<file path="src/rtl/link_interface_pkg.sv">
// Shared constants for the link bridge: register offsets, STATUS bit
// positions and the flit width.
package link_if_pkg;

    localparam int unsigned FLIT_W = 16;

    // Register offsets within the 4-word window (address_rw[1:0]).
    localparam logic [1:0] REG_TX_DATA = 2'd0;
    localparam logic [1:0] REG_STATUS  = 2'd1;
    localparam logic [1:0] REG_RX_DATA = 2'd2;
    localparam logic [1:0] REG_RX_POP  = 2'd3;

    // STATUS register bit positions.
    localparam int unsigned STAT_TX_FULL    = 0;
    localparam int unsigned STAT_TX_EMPTY   = 1;
    localparam int unsigned STAT_RX_EMPTY   = 2;
    localparam int unsigned STAT_RX_FULL    = 3;
    localparam int unsigned STAT_TX_OVF     = 4;
    localparam int unsigned STAT_RX_OVF     = 5;
    localparam int unsigned STAT_RX_CNT_LSB = 8;
    localparam int unsigned STAT_TX_CNT_LSB = 12;
    localparam int unsigned STAT_CNT_W      = 4;

endpackage

</file>
<file path="src/rtl/link_interface_if.sv">
// Valid/ready handshake bundle between the bridge and the photonic link.
// The master side is the bridge; the slave side is the link.
interface link_interface_if;
    import link_if_pkg::*;

    logic [FLIT_W-1:0] tx_data;
    logic              tx_valid;
    logic              tx_ready;
    logic [FLIT_W-1:0] rx_data;
    logic              rx_valid;
    logic              rx_ready;

    modport master (
        output tx_data,
        output tx_valid,
        input  tx_ready,
        input  rx_data,
        input  rx_valid,
        output rx_ready
    );

    modport slave (
        input  tx_data,
        input  tx_valid,
        output tx_ready,
        output rx_data,
        output rx_valid,
        input  rx_ready
    );

endinterface

</file>
<file path="src/rtl/link_interface_sync_fifo.sv">
// Single-clock FIFO with synchronous active-high reset. Full/empty come
// from pre-edge state, so a push into a full FIFO is refused even when a
// pop happens on the same edge. rdata reads zero while empty.
module sync_fifo #(
    parameter int unsigned WIDTH = 16,
    parameter int unsigned DEPTH = 8
) (
    input  logic                   clk,
    input  logic                   rst,
    input  logic                   push,
    input  logic                   pop,
    input  logic [WIDTH-1:0]       wdata,
    output logic [WIDTH-1:0]       rdata,
    output logic                   full,
    output logic                   empty,
    output logic [$clog2(DEPTH):0] count
);

    localparam int unsigned PW = $clog2(DEPTH);

    logic [WIDTH-1:0] mem [DEPTH];
    logic [PW-1:0]    wptr;
    logic [PW-1:0]    rptr;
    logic             do_push;
    logic             do_pop;

    assign full    = (count == ($clog2(DEPTH)+1)'(DEPTH));
    assign empty   = (count == '0);
    assign do_push = push && !full;
    assign do_pop  = pop && !empty;
    assign rdata   = empty ? '0 : mem[rptr];

    // Pointer and occupancy update; pointers wrap naturally (DEPTH is a power of two).
    always_ff @(posedge clk) begin
        if (rst) begin
            wptr  <= '0;
            rptr  <= '0;
            count <= '0;
        end else begin
            if (do_push) wptr <= wptr + 1'b1;
            if (do_pop)  rptr <= rptr + 1'b1;
            case ({do_push, do_pop})
                2'b10:   count <= count + 1'b1;
                2'b01:   count <= count - 1'b1;
                default: count <= count;
            endcase
        end
    end

    // Storage write; no reset needed since reads are masked while empty.
    always_ff @(posedge clk) begin
        if (!rst && do_push) mem[wptr] <= wdata;
    end

endmodule

</file>
<file path="src/rtl/link_interface.sv">
// Memory-mapped bridge between the processor data port and one photonic
// link: a 4-word register window feeding a TX FIFO and draining an RX FIFO.
module link_interface
    import link_if_pkg::*;
#(
    parameter logic [15:0] BASE_ADDR  = 16'hFF00,
    parameter int unsigned FIFO_DEPTH = 8
) (
    input  logic              clk,
    input  logic              rst,
    input  logic [15:0]       address_rw,
    input  logic [15:0]       data_in,
    input  logic              memory_write_enable,
    output logic              io_hit,
    output logic [15:0]       io_read_data,
    link_interface_if.master  link,
    output logic              rx_pending
);

    localparam int unsigned CW = $clog2(FIFO_DEPTH) + 1;

    logic [1:0]        offset;
    logic              reg_wr;
    logic              tx_push;
    logic              tx_pop;
    logic              rx_push;
    logic              rx_pop;
    logic              status_wr;
    logic              tx_full;
    logic              tx_empty;
    logic              rx_full;
    logic              rx_empty;
    logic [CW-1:0]     tx_count;
    logic [CW-1:0]     rx_count;
    logic [FLIT_W-1:0] rx_head;
    logic              tx_ovf;
    logic              rx_ovf;
    logic              tx_ovf_set;
    logic              rx_ovf_set;
    logic [15:0]       status;

    assign io_hit    = (address_rw[15:2] == BASE_ADDR[15:2]);
    assign offset    = address_rw[1:0];
    assign reg_wr    = memory_write_enable && io_hit;
    assign tx_push   = reg_wr && (offset == REG_TX_DATA);
    assign status_wr = reg_wr && (offset == REG_STATUS);
    assign rx_pop    = reg_wr && (offset == REG_RX_POP);

    assign link.tx_valid = !tx_empty;
    assign link.rx_ready = !rx_full && !rst;
    assign rx_pending    = !rx_empty;

    assign tx_pop  = link.tx_valid && link.tx_ready;
    assign rx_push = link.rx_valid && link.rx_ready;

    assign tx_ovf_set = tx_push && tx_full;
    assign rx_ovf_set = link.rx_valid && !link.rx_ready;

    sync_fifo #(.WIDTH(FLIT_W), .DEPTH(FIFO_DEPTH)) u_tx_fifo (
        .clk   (clk),
        .rst   (rst),
        .push  (tx_push),
        .pop   (tx_pop),
        .wdata (data_in),
        .rdata (link.tx_data),
        .full  (tx_full),
        .empty (tx_empty),
        .count (tx_count)
    );

    sync_fifo #(.WIDTH(FLIT_W), .DEPTH(FIFO_DEPTH)) u_rx_fifo (
        .clk   (clk),
        .rst   (rst),
        .push  (rx_push),
        .pop   (rx_pop),
        .wdata (link.rx_data),
        .rdata (rx_head),
        .full  (rx_full),
        .empty (rx_empty),
        .count (rx_count)
    );

    // Sticky overflow flags: set beats clear when both land on one edge.
    always_ff @(posedge clk) begin
        if (rst) begin
            tx_ovf <= 1'b0;
            rx_ovf <= 1'b0;
        end else begin
            tx_ovf <= tx_ovf_set || (tx_ovf && !(status_wr && data_in[STAT_TX_OVF]));
            rx_ovf <= rx_ovf_set || (rx_ovf && !(status_wr && data_in[STAT_RX_OVF]));
        end
    end

    // STATUS word assembly.
    always_comb begin
        status = '0;
        status[STAT_TX_FULL]  = tx_full;
        status[STAT_TX_EMPTY] = tx_empty;
        status[STAT_RX_EMPTY] = rx_empty;
        status[STAT_RX_FULL]  = rx_full;
        status[STAT_TX_OVF]   = tx_ovf;
        status[STAT_RX_OVF]   = rx_ovf;
        status[STAT_RX_CNT_LSB +: STAT_CNT_W] = STAT_CNT_W'(rx_count);
        status[STAT_TX_CNT_LSB +: STAT_CNT_W] = STAT_CNT_W'(tx_count);
    end

    // Zero-latency register read mux; zero outside the window.
    always_comb begin
        io_read_data = '0;
        if (io_hit) begin
            case (offset)
                REG_STATUS:  io_read_data = status;
                REG_RX_DATA: io_read_data = rx_head;
                default:     io_read_data = '0;
            endcase
        end
    end

endmodule

</file>
<file path="src/flat_wrapper.sv">
// flat-port wrapper written by rule: the top's interface ports become plain ports
module link_interface_flat import link_if_pkg::*;
#(
    parameter logic [15:0] BASE_ADDR  = 16'hFF00,
    parameter int unsigned FIFO_DEPTH = 8
)
  (clk, rst, address_rw, data_in, memory_write_enable, io_hit, io_read_data, rx_pending, link_tx_data, link_tx_valid, link_tx_ready, link_rx_data, link_rx_valid, link_rx_ready);
  link_interface_if link_i ();
  input  logic clk;
  input  logic rst;
  input  logic [15:0] address_rw;
  input  logic [15:0] data_in;
  input  logic memory_write_enable;
  output logic io_hit;
  output logic [15:0] io_read_data;
  output logic rx_pending;
  output wire logic [$bits(link_i.tx_data)-1:0] link_tx_data;
  output wire logic [$bits(link_i.tx_valid)-1:0] link_tx_valid;
  input wire logic [$bits(link_i.tx_ready)-1:0] link_tx_ready;
  input wire logic [$bits(link_i.rx_data)-1:0] link_rx_data;
  input wire logic [$bits(link_i.rx_valid)-1:0] link_rx_valid;
  output wire logic [$bits(link_i.rx_ready)-1:0] link_rx_ready;
  assign link_tx_data = link_i.tx_data;
  assign link_tx_valid = link_i.tx_valid;
  assign link_i.tx_ready = link_tx_ready;
  assign link_i.rx_data = link_rx_data;
  assign link_i.rx_valid = link_rx_valid;
  assign link_rx_ready = link_i.rx_ready;
  link_interface #(.BASE_ADDR(BASE_ADDR), .FIFO_DEPTH(FIFO_DEPTH)) u_core (.clk(clk), .rst(rst), .address_rw(address_rw), .data_in(data_in), .memory_write_enable(memory_write_enable), .io_hit(io_hit), .io_read_data(io_read_data), .link(link_i), .rx_pending(rx_pending));
endmodule
</file>
<file path="config.mk">
export PLATFORM = sky130hd
export DESIGN_NAME = link_interface_flat
export DESIGN_NICKNAME = d
export VERILOG_FILES = /design/src/rtl/link_interface_pkg.sv /design/src/rtl/link_interface_if.sv /design/src/rtl/link_interface_sync_fifo.sv /design/src/rtl/link_interface.sv /design/src/flat_wrapper.sv
export SDC_FILE = /design/constraint.sdc
export NUM_CORES = 1
export LEC_CHECK = 0
export CAP_MARGIN = 25
export CORE_AREA = 10 10 155 157
export DETAILED_ROUTE_END_ITERATION = 8
export DIE_AREA = 0 0 165 167
export PLACE_DENSITY = 0.75
export SLEW_MARGIN = 5
export SYNTH_ARGS = -nofsm -noshare
export SYNTH_HDL_FRONTEND = slang
export SYNTH_SLANG_ARGS = --single-unit
</file>
<file path="constraint.sdc">
create_clock -name clk -period 6.3 [get_ports clk]
set_input_delay 1.89 -clock clk [delete_from_list [all_inputs] [get_ports clk]]
set_output_delay 1.89 -clock clk [all_outputs]
set_load 0.02 [all_outputs]
</file>
# --- Word level (Yosys, flattened, before mapping) ---
# Memory sizes are Yosys's and may differ from the RTL's. A register that Yosys moved wholly into a read port is not among the register bits.
# Cells that the tools add are included.
word_totals:
  ff_bits: 22
  mem_bits_rw: 256
  output_inout_bits: 36
  mem_count: 2
mem_list:
  columns: ["memory", "words", "width", "read_ports", "rd_ports_with_merged_regs", "wr", "line", "text"]
  rows:
  - ["u_core.u_rx_fifo.mem", 8, 16, 1, 1, 1, "link_interface_sync_fifo.sv:21", "logic [WIDTH-1:0] mem [DEPTH];"]
  - ["u_core.u_tx_fifo.mem", 8, 16, 1, 1, 1, "link_interface_sync_fifo.sv:21", null]
op_classes:
  add_sub_neg: 8
  n_eq_ne: 10
  mux: 14
  reduce_logical: 34
op_table:
  columns: ["operator", "count"]
  rows:
  - ["$mux W16", 3]
  - ["$pmux W16 S2", 1]
  - ["$logic_and A1 B1 Y1", 19]
  - ["$pmux W4 S2", 2]
  - ["$eq A14 B14 Y1 const B", 1]
  - ["$add A3 B1 Y3 const B", 4]
  - ["$mux W3", 4]
  - ["$add A4 B1 Y4 const B", 2]
  - ["$eq A2 B2 Y1 const B", 4]
  - ["$eq A4 B4 Y1 const B", 2]
  - ["$logic_not A1 Y1", 8]
  - ["$logic_not A4 Y1", 2]
  - ["$sub A4 B1 Y4 const B", 2]
  - ["$eq A2 B1 Y1 const B", 3]
  - ["$mux W1", 4]
  - ["$reduce_bool A2 Y1", 2]
  - ["$logic_not A2 Y1", 1]
  - ["$logic_or A1 B1 Y1", 2]

# --- Longest topological paths before layout ---
# Gate-level depths: netlist (run 1).
logic_depth:
  depth_word: 8
  ltp_mapped: 12
  depth_no_buf: 12

# --- Hierarchy ---
# A second synthesis (run 1) with hierarchy kept.
hier_totals:
  cells_unflattened: 619
  hier_area_um2: 11473.5
modules_own_cells:
  columns: ["mod", "n_inst", "cells_each", "area_each_um2"]
  rows:
  - ["sync_fifo", 2, 278, 5517.8]
  - ["link_interface", 1, 63, 437.9]

# --- Worst setup path before layout (run 1) ---
# Ideal clock, no wire load.
synth_path:
  path_kind: "input -> output"
  start: "in address_rw[5]"
  end: "out io_read_data[10]"
  arrival_time_ns: 3.918
  required_time_ns: 4.410
  setup_slack_ns: 0.492
  path_stages: 7
  cell_sequence: "or4b_1 > or4_1 > buf_2 > inv_1 > nand2_1 > buf_2 > a21oi_1"
synth_between:
  elab_chain_len: 2
synth_rtl:
  columns: ["item", "line", "text"]
  rows:
  - ["from (decl)", "flat_wrapper.sv:11", "input logic [15:0] address_rw;"]
  - ["$eq A14 B14 Y1", "link_interface.sv:42", "assign io_hit = (address_rw[15:2] == BASE_ADDR[15:2]);"]
  - ["via io_hit", "flat_wrapper.sv:14", "output logic io_hit;"]
  - ["$mux W16", "link_interface.sv:110", "if (io_hit) begin"]
  - ["to (decl)", "flat_wrapper.sv:15", "output logic [15:0] io_read_data;"]
# The timed path passes the listed nets, and every way through them passes these cells.

# --- Worst setup path in the final report (run 1) ---
layout_path:
  start: "in address_rw[5]"
  end: "out io_read_data[7]"
layout_between:
  elab_chain_len: 2
layout_rtl:
  columns: ["item", "line"]
  rows:
  - ["$eq A14 B14 Y1", "link_interface.sv:42"]
  - ["$mux W16", "link_interface.sv:110"]
# Every way passes these cells.

==> results of run 1 <==
==> layout by cell type, fill, tap and decap left out, types with 4 or more instances in the layout <==
cell type and count:
o21ai_0 13, clkbuf_8 4, nor2_1 46, a22oi_1 14, mux2_2 6, or3_1 6, nor3_2 4, dlygate4sd2_1 16
dfxtp_1 25, a21oi_1 24, clkdlybuf4s50_1 72, buf_4 26, inv_1 9, xor2_1 7, clkinv_2 6, mux2i_1 39
mux4_2 55, nand2_1 22, nand2b_1 7, ha_1 14, o211ai_1 9, clkbuf_1 7, nand3_1 8, clkbuf_16 27
or4_1 4, edfxtp_1 256
==> through the flow <==
step	cells	cell area (sq um)
after floorplan	638	11400
after global placement	991	12700
after detailed placement	992	12800
after CTS	1041	13600
after global routing	1041	13600
final	1041	13600
==> cells by family after synthesis <==
family,after synthesis,share of synthesized area [%]
AO/OA/AOI/OAI,65,3.49
XOR/XNOR,8,0.614
AND/OR/NAND/NOR,121,5.48
flip-flops,284,72.3
buffers and inverters,46,1.68
adder cells (fa/ha/maj),14,1.54
multiplexers,100,14.9
==> final timing paths <==
path | startpoint | end | slack (ps) | cells past startpoint
hold / removal | u_core.tx_ovf | u_core.tx_ovf | 480 | 2
setup reg to reg | u_core.u_tx_fifo.count[1] | u_core.u_tx_fifo.count[2] | 3010 | 11
hold reg to reg | u_core.tx_ovf | u_core.tx_ovf | 480 | 2
setup / recovery | address_rw[5] | io_read_data[7] | 110 | 8
==> cell type report <==
cell class                 count  area, sq um  area share (%)
timing repair buffer         116         1100            8.12
inverter                       9         33.8           0.249
clock buffer                  38          757            5.57
multi-input combinational    308         3010            22.1
sequential                   284         8250            60.7
clock inverter                11         86.3           0.636
tap                          275          344            2.53
==> worst min-delay path, stage by stage (launching register included) <==
cell     delay, ps
dfxtp_1        310
o21ai_0         70
a21oi_1         60
==> power by group through the flow <==
stage	logic [W]	registers, W	clock network [W]
2_1_floorplan	0.0000314	0.00211	0
3_3_place_gp	0.0000930	0.00211	0
3_5_place_dp	0.0000978	0.00211	0
4_1_cts	0.0000984	0.00207	0.00155
5_1_grt	0.000106	0.00207	0.00163
6_report	0.0000981	0.00207	0.00152
==> metal layers <==
layer | track usage (%) | share of wire (%) | vias to the layer above
met5 | 0 | 0 | -
met4 | 3.89 | 1.8 | 0
met3 | 3.21 | 6.1 | 30
met2 | 30.0 | 52 | 203
met1 | 21.1 | 40 | 3098
li1 | - | - | 2745
==> flip-flops by register name (all words and copies together), names as in the netlist, 3 cells and up, named ones only <==
name / count
u_core.u_rx_fifo.mem: 128
u_core.u_tx_fifo.count: 4
u_core.u_rx_fifo.count: 4
u_core.u_tx_fifo.wptr: 3
u_core.u_tx_fifo.rptr: 3
u_core.u_tx_fifo.mem: 128
u_core.u_rx_fifo.wptr: 3
u_core.u_rx_fifo.rptr: 3
==> what timing repair did <==
action,in CTS,in global routing
buffers inserted,0,0
gates resized for setup,16,0
setup endpoints to repair,16,0
==> impl_results.md, run 1 <==
- Number of flops mapped to enable cells by yosys: 256
- Place WS: -203 ps
- Fin util: 65.2%
- Worst setup path class: primary input to primary output
- Clk_skew: approximately 18 ps
- Setup_tns: 0 ps
- Status: finished clean
- Syn. warnings: 0
- CP endpoint kind: primary output
- # Max-Cap Violations: 0
- Layout cells sized above 1: 18.5%
- Clk sink count: approximately 280
- Top-count cell post-synth: edfxtp_1
- Largest net degree at the start of global routing: 33
- Final ANT Viol Nets: 0
- Main synth FF type: edfxtp_1
- Initial antenna violation count: 0
- Number of nets in the layout: about 810
- Worst Tran Pin Value: 968 ps
- Sequential Power Share: 56.1%
- PwrDens: between 200 and 300 nW/um^2
- TritonCTS clock tree: yes
- Post-Syn Instances: 638
- Htree depth: 1
- Async SR Flop Fraction: 0%
- Total routed wirelength: about 24000 microns
- Max Clock Freq: 162 MHz
- Setup ws final: 114 ps
- Clock buffer depth: 3
- Int Pwr: about 0.0030 W
- # diodes: 0
- Drt initial violations: roughly 430
- Peak VDD IR: roughly 0.00032 V
- Root Driver: clkbuf_16
- Setup crit start kind: primary input
- Starting Density: between 50% and 60%
- Net Count, Synth: between 700 and 800
- Hold WS: just under 500 ps
- Power, Total: between 0.003 and 0.004 W
- Via-to-Cell Ratio: 5.84
- Critical path fanouts, max: 16
- Final GP Congestion: approximately 0.75
- Clock power frac: just over 40%
- TritonRoute pass-1 iters: 4
- Minimum clock period: just over 6000 ps
- Num CTS Buffers: 27
- WP data arrival: 4300 ps
- Fillers: approximately 1400
- Min-Delay Path Class: register to register
- Ports: between 80 and 90
- Area growth syn-to-layout: 19.1%
- Detailed-route via count: around 6100
- # DRC: 0
- Netlist cell types: 42
- # setup viols final: 0
- Sw Ratio: 19.0%
- Critical path's slowest cell: or4_1
- GRT Total Usage: around 17%
- Die X: between 150 and 200 microns
- Core Region: ~21000 sq um
- Psw: 0.000702 W
- Avg Synthesized Cell Area: approximately 18 sq um
- GR Overflow Total: 0
- I/O Buffers: 88
- Worst Path Required: roughly 4400 ps
- Post-synth top area share: about two thirds
- Height of the die: 167 microns
- Hold buffers post-CTS: 0
- Lkg Pwr: around 4.3 nW
- Largest area contributor in the netlist: edfxtp_1
- Mapped Area: around 11000 sq um
- Floorplan row count: 53
- Worst Path Buf+Inv: 4
- CP max stage delay: between 500 and 600 ps
- Commonest cells post-synth: edfxtp_1, mux4_2, nor2_1, mux2i_1, dfxtp_1
- Kind of cell adding the most delay to the critical path: simple AND/OR/NAND/NOR gates
- Total die area: around 28000 sq um
- RSZ-0062 raised after global routing: false
- Sequential fraction of the synthesis area: 72.3%
- Comb power frac: under 10%
- Final Hold Violating Endpoints: 0
- DR WL/cell: ~23 microns
- Fin crit share: a little over nine tenths
- Top post-synthesis cells by area: edfxtp_1, mux4_2, dfxtp_1
- Clk_lat worst skew: between 500 and 600 ps
- Hpwl dp: around 15000 microns
- CP Cell Sequence: clkdlybuf4s50_1 -> or4b_1 -> or4_1 -> inv_1 -> nand2_1 -> buf_12 -> nor3_1 -> dlygate4sd2_1
- #FFs+latches synth: between 200 and 300
- Slew headroom: 34.6%
- Fin. max-slew vios: 0
- First-pass GRT wire length: ~37000 microns
- Clock Pin Slew Worst Setup and Hold Paths: roughly 60 ps
- Vias in the first global route: ~6400
(Power assumes the default switching activity.)
==> run 2: changes to the inputs <==
Settings changed: SKIP_CTS_REPAIR_TIMING set to 1.
==> run 2 against run 1 <==
Effect of this change: sequential power is essentially flat; die area unchanged; sequential cell count unchanged; clock-buffer cell count stayed put; final cell count unchanged; first-iteration DRC count fell by 1.9%; utilization increased by 0.29 points; register-to-register slack barely moved; worst setup slack improved by 39 ps; non-clock buffer count unchanged; critical path type unchanged; largest power group unchanged.
==> impl_results.md, run 2 (synthesized netlist as in run 1, its figures left out) <==
- Clock buffer depth: 3 (unchanged)
- GRT Total Usage: 17.0% (about the same)
- Starting Density: 54.8% (unchanged)
- FF/Latch Area: 8250 sq um (unchanged)
- TritonCTS clock tree: yes
- # diodes: 0 (unchanged)
- Drt initial violations: 420 (-1.9%)
- Fillers: 1417 (-0.77%)
- Worst Tran Pin Value: 945 ps (-22.9 ps)
- Via-to-Cell Ratio: 5.84 (about the same)
- Vias in the first global route: 6417 (-0.047%)
- Slew headroom: 36.1% (+1.5 points)
- # Max-Cap Violations: 0 (unchanged)
- WP data arrival: 4260 ps (-40 ps)
- CP Cell Sequence: clkdlybuf4s50_1 -> or4b_1 -> or4_1 -> inv_1 -> buf_4 -> clkdlybuf4s50_1
- Clk sink count: 284 (unchanged)
- Fin crit share: 97.6% (-0.61 points)
- Die X: 165 microns (unchanged)
- Number of nets in the layout: 813 (unchanged)
- Lkg Pwr: 4.51 nW (+5.2%)
- Num CTS Buffers: 27 (unchanged)
- Minimum clock period: 6150 ps (-38.6 ps)
- Clock Pin Slew Worst Setup and Hold Paths: 60 ps (about the same)
- CP endpoint kind: primary output
- Max Clock Freq: 163 MHz (+0.63%)
- Total die area: 27600 sq um (unchanged)
- Clk_skew: 16.8 ps (-1.30 ps)
- Placed instance count: 992 (unchanged)
- Commonest non-fill, non-tap cell in the layout: edfxtp_1
- Most frequent cells in the layout: edfxtp_1, clkdlybuf4s50_1, mux4_2, nor2_1, mux2i_1
- First-pass GRT wire length: 36700 microns (about the same)
- Core Region: 20800 sq um (unchanged)
- # setup viols final: 0 (unchanged)
- Power, Total: 0.00369 W (about the same)
- TritonRoute pass-1 iters: 5 (+1)
- DR WL/cell: 22.8 microns (+0.19%)
- Min-Delay Path Class: register to register
- Layout cells sized above 1: 18.5% (unchanged)
- Detailed-route via count: 6075 (-0.016%)
- Floorplan row count: 53 (unchanged)
- Fin. max-slew vios: 0 (unchanged)
- Largest net degree at the start of global routing: 33 (unchanged)
- Setup_tns: 0 ps (unchanged)
- Critical path fanouts, max: 4 (-12)
- # DRC: 0 (unchanged)
- Worst Path Required: 4410 ps (about the same)
- Final ANT Viol Nets: 0 (unchanged)
- Area growth syn-to-layout: 19.7%
- Crit-path most repeated cell: clkdlybuf4s50_1
- CP max stage delay: 660 ps (+110 ps)
- Area of the multi-input gates: 3010 sq um (unchanged)
- Critical path's slowest cell: clkdlybuf4s50_1
- Status: finished clean
- Hpwl dp: 15100 microns (unchanged)
- Setup crit start kind: primary input
- I/O Buffers: 88 (unchanged)
- Height of the die: 167 microns (unchanged)
- Clk_lat worst skew: 520 ps (about the same)
- Ports: 89 (unchanged)
- Fin util: 65.5% (+0.29 points)
- Post-route non-filler standard cell count: 1041 (unchanged)
- Worst setup path class: primary input to primary output
- Final GP Congestion: 0.748 (unchanged)
- Top Registers: u_core.u_rx_fifo.mem x128, u_core.u_tx_fifo.mem x128
- Root Driver: clkbuf_16
- PwrDens: 270 nW/um^2 (-0.49%)
- Htree depth: 1 (unchanged)
- Initial antenna violation count: 0 (unchanged)
- Peak VDD IR: 0.000316 V (about the same)
- RSZ-0062 raised after global routing: false
- Total routed wirelength: 23700 microns (+0.19%)
- GR Overflow Total: 0 (unchanged)
- Final Hold Violating Endpoints: 0 (unchanged)
## run 2: metrics by stage
step | setup WS, ps | area [sq um] | hold slack [ps]
5_1_grt | 56.3 | 13600 | 510
3_5_place_dp | -203 | 12800 | 468
6_report | 153 | 13600 | 485
4_1_cts | -220 | 13600 | 479
3_3_place_gp | -135 | 12700 | 466
2_1_floorplan | 492 | 11400 | 450
## run 2: path summary, 6_finish.rpt
check	cells after the start	slack, ps	startpoint	to
worst max register to register	11	3000	u_core.u_tx_fifo.count[1]	u_core.u_tx_fifo.count[2]
worst min register to register	2	480	u_core.tx_ovf	u_core.tx_ovf
worst min-delay path	2	480	u_core.tx_ovf	u_core.tx_ovf
worst max-delay path	6	150	address_rw[5]	io_hit
## run 2: worst max-delay path: cells and delay by family
family        cells  cell delay (ps)
buf+inv           4             1310
simple gates      2             1050
## run 2: routing by layer
metal | vias up | part of all wire [%] | routed length (microns) | global-route usage [%]
li1 | 2744 | - | - | -
met1 | 3087 | 40 | 9390 | 21.1
met2 | 213 | 52 | 12300 | 29.9
met3 | 31 | 6.5 | 1530 | 3.21
met4 | 0 | 1.8 | 427 | 3.89
met5 | - | 0 | 0 | 0
## run 2: power breakdown
group	switching, W	internal, W	leakage, nW
combinational	0.0000516	0.0000466	1.57
sequential	0.00000574	0.00206	2.53
clock	0.000643	0.000877	0.409
## run 2: cell type report
cell class	count	share of cell area [%]
Sequential cell	284	60.5
Multi-Input combinational cell	308	22.0
Timing Repair Buffer	116	8.53
Clock buffer	38	5.55
Tap cell	275	2.52
Clock inverter	11	0.633
Inverter	9	0.248
==> run 3: changes to the inputs <==
Settings changed: HOLD_SLACK_MARGIN set to 0.15.
==> results of run 3 <==
Same layout as run 2: the final DEF is identical, and so are final timing and power.
